<file path="config.mk">
export PLATFORM = sky130hd
export DESIGN_NAME = spart_driver
export DESIGN_NICKNAME = d
export VERILOG_FILES = /design/src/rtl/spart_driver.sv
export SDC_FILE = /design/constraint.sdc
export NUM_CORES = 1
export LEC_CHECK = 0
export CORE_MARGIN = 3
export CORE_UTILIZATION = 25
export DETAILED_ROUTE_END_ITERATION = 16
export DONT_BUFFER_PORTS = 1
export GPL_ROUTABILITY_DRIVEN = 0
export PLACE_DENSITY_LB_ADDON = 0.25
export REMOVE_ABC_BUFFERS = 1
export SYNTH_ARGS = -nofsm -noshare
export SYNTH_HDL_FRONTEND = slang
export SYNTH_SLANG_ARGS = --single-unit
</file>
<file path="constraint.sdc">
create_clock -name clk -period 1.5 [get_ports clk]
set_clock_uncertainty 0.15 [all_clocks]
set_input_delay 0.375 -clock clk [delete_from_list [all_inputs] [get_ports clk]]
set_output_delay 0.375 -clock clk [all_outputs]
set_load 0.05 [all_outputs]
</file>
<file path="src/rtl/spart_driver.sv">
// Echo initiator for the SPART: programs the divisor, then reads each byte and writes it back.
// Accesses are 1-cycle registered strobes; an echo waits indefinitely for tbr.
module spart_driver #(
  parameter logic [15:0] DIV_4800  = 16'd650,
  parameter logic [15:0] DIV_9600  = 16'd325,
  parameter logic [15:0] DIV_19200 = 16'd162,
  parameter logic [15:0] DIV_38400 = 16'd80
) (
  input  logic       clk,
  input  logic       rst,
  input  logic [1:0] br_cfg,
  input  logic       rda,
  input  logic       tbr,
  input  logic [7:0] databus_in,
  output logic       iocs,
  output logic       iorw,
  output logic [1:0] ioaddr,
  output logic [7:0] databus_out,
  output logic [7:0] echo_count
);

  // Each state names the access visible on the bus during that cycle;
  // START is the single quiet cycle after reset that precedes CFG_LO.
  typedef enum logic [2:0] {
    START,
    CFG_LO,
    CFG_HI,
    IDLE,
    READ_RX,
    WAIT_TBR,
    WRITE_TX
  } state_t;

  state_t     state;
  logic [1:0] cfg_shadow;
  logic [7:0] held;

  function automatic logic [15:0] div_of(input logic [1:0] sel);
    case (sel)
      2'b00:   div_of = DIV_4800;
      2'b01:   div_of = DIV_9600;
      2'b10:   div_of = DIV_19200;
      default: div_of = DIV_38400;
    endcase
  endfunction

  logic [15:0] div_shadow;
  logic [15:0] div_new;
  assign div_shadow = div_of(cfg_shadow);
  assign div_new    = div_of(br_cfg);

  always_ff @(posedge clk) begin
    if (rst) begin
      state       <= START;
      iocs        <= 1'b0;
      iorw        <= 1'b1;
      ioaddr      <= 2'b00;
      databus_out <= 8'h00;
      echo_count  <= 8'h00;
      held        <= 8'h00;
      cfg_shadow  <= br_cfg;
    end else begin
      iocs        <= 1'b0;
      iorw        <= 1'b1;
      ioaddr      <= 2'b00;
      databus_out <= 8'h00;
      case (state)
        START: begin
          state       <= CFG_LO;
          iocs        <= 1'b1;
          iorw        <= 1'b0;
          ioaddr      <= 2'b10;
          databus_out <= div_shadow[7:0];
        end
        CFG_LO: begin
          state       <= CFG_HI;
          iocs        <= 1'b1;
          iorw        <= 1'b0;
          ioaddr      <= 2'b11;
          databus_out <= div_shadow[15:8];
        end
        CFG_HI: state <= IDLE;
        IDLE: begin
          if (rda) begin
            state <= READ_RX;
            iocs  <= 1'b1;
          end else if (br_cfg != cfg_shadow) begin
            // Shadow is not yet updated here, so the low byte uses the live select.
            cfg_shadow  <= br_cfg;
            state       <= CFG_LO;
            iocs        <= 1'b1;
            iorw        <= 1'b0;
            ioaddr      <= 2'b10;
            databus_out <= div_new[7:0];
          end
        end
        READ_RX: begin
          held  <= databus_in;
          state <= WAIT_TBR;
        end
        WAIT_TBR: begin
          if (tbr) begin
            state       <= WRITE_TX;
            iocs        <= 1'b1;
            iorw        <= 1'b0;
            databus_out <= held;
          end
        end
        WRITE_TX: begin
          echo_count <= echo_count + 8'd1;
          state      <= IDLE;
        end
        default: state <= START;
      endcase
    end
  end

endmodule

</file>
==> impl_results.md, run 1 <==
* Status: finished with violations
* Failing checks: setup timing
* Tot GR Track Use at between 10% and 20%
* Async SR Flop Fraction at 0%
* Sequential area share after synthesis at 47.3%
* H-tree depth at 2
* Grt ovf at 0
* IO Pins at 34
* Switching Fraction at between 20% and 30%
* Initial Utilization at between 20% and 30%
* CTS Buffer Depth at 2
* P_leak at 0.709 nW
* Setup WS post-layout at -0.00715 ns
* Routed WL at around 3400 µm
* CP Max Fanout at 5
* Setup_tns at -0.0140 ns
* Fillers at between 500 and 600
* Worst hold-check path type: in -> reg
* Post-synth cell types at 45
* Full die area at about 0.0067 mm²
* Clock power frac at between 30% and 40%
* # diodes at 0
* Skew-Pair Late Insertion Delay at roughly 0.28 ns
* Worst-path clk slew at about 0.07 ns
* Area leader, netlist: dfxtp_1
* Crit path largest cell delay at 0.43 ns
* DRC viols at 0
* # setup viols final at 2
* Post-route design area at between 0.0015 and 0.002 mm²
* Tmin final at 1.51 ns
* Fmax achieved at approximately 660 MHz
* Yosys top cell area share at a little over two fifths
* Area of the core at approximately 0.0053 mm²
* Final-report hold violation count at 0
* Nature of the critical path startpoint: register
* Relative slew slack at between 60% and 70%
* Placed Instance Area at roughly 0.0017 mm²
* CTS Buf Count at 5
* RSZ-0062 raised after global routing: true
* Ys flop type: dfxtp_1
* Area growth syn-to-layout at 30.5%
* Gate Count Post-Synth at 163
* Worst reg2reg setup slack at -0.007 ns
* Hold EP: echo_count[4]
* Clock root cell: clkbuf_8
* Tcrit/Tclk final at 100%
* FP Rows at 26
* Synth Register Bits at 33
* Pwr per Cell Area at 995 mW/mm²
* Ys Warns at 0
* Worst path slowest cell: edfxtp_1
* Die H at approximately 82 µm
* Post-route ant nets at 0
* Mapped Area at around 0.0014 mm²
* Die width at about 82 µm
* CTS tree: built
* Final Max Slew Viols at 0
* Routed len/inst at between 10 and 15 µm
* CTS Sinks at 33
* Hpwl dp at approximately 2400 µm
* Share of layout cells above drive strength 1 at 29.2%
* Gate power share at between 10 and 15%
* First-pass GRT wire length at approximately 5400 µm
* Worst Min Path Start: rst
* Peak supply drop at around 470 µV
* Ranking of synthesized cells by area: dfxtp_1 (43%), nand2_1 (7.3%), a21oi_1 (5.9%), edfxtp_1 (4.2%), nor2_1 (3.1%)
* Storage element area at between 600 and 700 µm²
* Total net switching power at between 500 and 600 µW
* Drt pass-1 iters at 4
* Hold path cells at 1
* Multi-input gate area at between 700 and 800 µm²
* Internal at ~1.4 mW
* Syn_area_per_cell at 8.83 µm²
* Pin count of the biggest net entering global routing at 15
* Worst-Margin Slew at 0.584 ns
* Cells on worst reg2reg path at 3
* DRT iter0 DRCs at 65
* Buffers on Ports at 0
* Reg power frac at approximately 52%
* # nets final at between 200 and 250
* Number of synthesized flops with an enable pin at 2
* WP data required at between 1 and 1.5 ns
* RR Endpoint: cfg_shadow[1]
* Vias in the first global route at around 1200
* Vias per std cell at about 4.6
* Via Count at 1211
* Worst reg2reg startpoint: cfg_shadow[0]
* Crit Path Class: reg -> reg
* Initial antenna violation count at 0
* Critical Path AT at roughly 1.4 ns
* Kind of end point of the critical path: register
* Max_cap viols at 0
* CP cell instances: xor2_2 > o21ai_2 > or2b_1
-- cells in the final DEF (no fill, tap or decap), types with 2 or more instances in the layout --
cell	instances
a21oi_1	16
buf_4	30
clkbuf_8	5
clkinv_1	2
dfxtp_1	27
dfxtp_2	3
dlygate4sd3_1	3
edfxtp_1	2
inv_1	3
nand2_1	27
nand2b_1	3
nand4_1	4
nand4b_1	2
nor2_1	11
nor2b_1	2
nor3_1	3
nor3_2	2
nor4_2	2
o21a_1	5
o21ai_0	2
o21ai_1	2
xnor2_1	3
xor2_1	3
xor2_2	2
-- power by group through the flow --
stage               Clock (mW)  Sequential (mW)  Combinational, mW
floorplan                    0             1.05             0.0907
global placement             0            0.996              0.238
detailed placement           0            0.997              0.235
global route             0.688            0.981              0.290
CTS                      0.654            0.978              0.252
finish                   0.623            0.978              0.268
-- worst max-delay path, delay by kind of cell (launching register included) --
kind            cells  cell delay, ns
compound gates      1            0.21
xor+xnor            1            0.20
flops               1            0.43
simple gates        1            0.27
-- state kept, by name, summed over array words and instances, names as in the netlist --
name,cells
iocs,1
held,8
cfg_shadow,2
echo_count,8
ioaddr,2
iorw,1
databus_out,8
state,3
-- Yosys cell counts (2+ instances only) --
| library cell | count |
|---|---|
| o21a_1 | 5 |
| xor2_1 | 4 |
| nor2b_1 | 3 |
| xnor2_1 | 3 |
| a21oi_1 | 17 |
| clkbuf_1 | 4 |
| nor2_1 | 12 |
| nand4b_1 | 2 |
| dfxtp_1 | 31 |
| nor3_1 | 5 |
| buf_1 | 2 |
| edfxtp_1 | 2 |
| o21ai_0 | 3 |
| nand4_1 | 4 |
| nand2_1 | 28 |
| inv_1 | 3 |
| buf_2 | 3 |
| nor4_1 | 3 |
| nand2b_1 | 3 |
-- worst max-delay path by stage --
stage	to	start	slack (ns)	depth (start not counted)
floorplan	echo_count[3]	echo_count[2]	-0.11	3
global placement	held[5]	state[0]	-0.04	5
detailed placement	held[5]	state[0]	-0.05	5
CTS	state[1]	cfg_shadow[1]	-0.02	3
global route	databus_out[0]	cfg_shadow[0]	-0.08	4
finish	cfg_shadow[1]	cfg_shadow[0]	-0.007	3
-- logic make-up (layout without fill, tap and decap cells) --
family | Yosys count | after routing | share of synthesized area (%)
AOI/OAI and AO/OA | 38 | 38 | 17.4
xor gates and xnor gates | 8 | 8 | 5.39
adders and majority gates | 2 | 2 | 1.57
buffers and inverters | 13 | 45 | 4.17
DFF | 33 | 33 | 47.3
muxes | 1 | 1 | 0.696
and+or+nand+nor | 68 | 68 | 23.5
-- repair_timing --
item	4_1_cts	5_1_grt
hold buffers	2	1
cloned	0	0
buffers inserted	1	1
pin swaps	1	5
hold endpoints to repair	14	1
gates resized for setup	4	14
setup endpoints to repair	16	26
-- metrics by stage --
step                      hold WS, ns  instances  power [mW]  util [%]  setup slack, ns
final                          0.0120        265        1.87      35.2         -0.00715
after global routing          0.00469        265        1.96      35.2          -0.0756
after CTS                    0.000570        263        1.88      34.0          -0.0180
after detailed placement        0.296        252        1.23      31.8          -0.0456
after global placement          0.291        252        1.23      31.8          -0.0413
after floorplan                 0.280        153        1.14         -           -0.111
-- metal layers --
layer | up-vias | global-route usage, % | wire, µm
li1 | 629 | - | -
met3 | 2 | 3.40 | 229
met4 | 0 | 5.48 | 27
met1 | 547 | 14.0 | 1640
met5 | - | 0 | 0
met2 | 33 | 15.7 | 1490
-- layout make-up --
class	instances	area share, %
multi-input cells	117	39.6
flip-flops and latches	33	36.6
repair buffers	34	14.2
well taps	70	4.66
clock buffers	5	3.66
clock inverters	3	0.666
inverters	3	0.600
Note: power is estimated with default switching activity, not from simulation.
==> run 2: changes to the inputs <==
SLEW_MARGIN = 20   (was default)
==> results of run 2 <==
The final DEF is identical to that of run 1; final timing and power are the same.
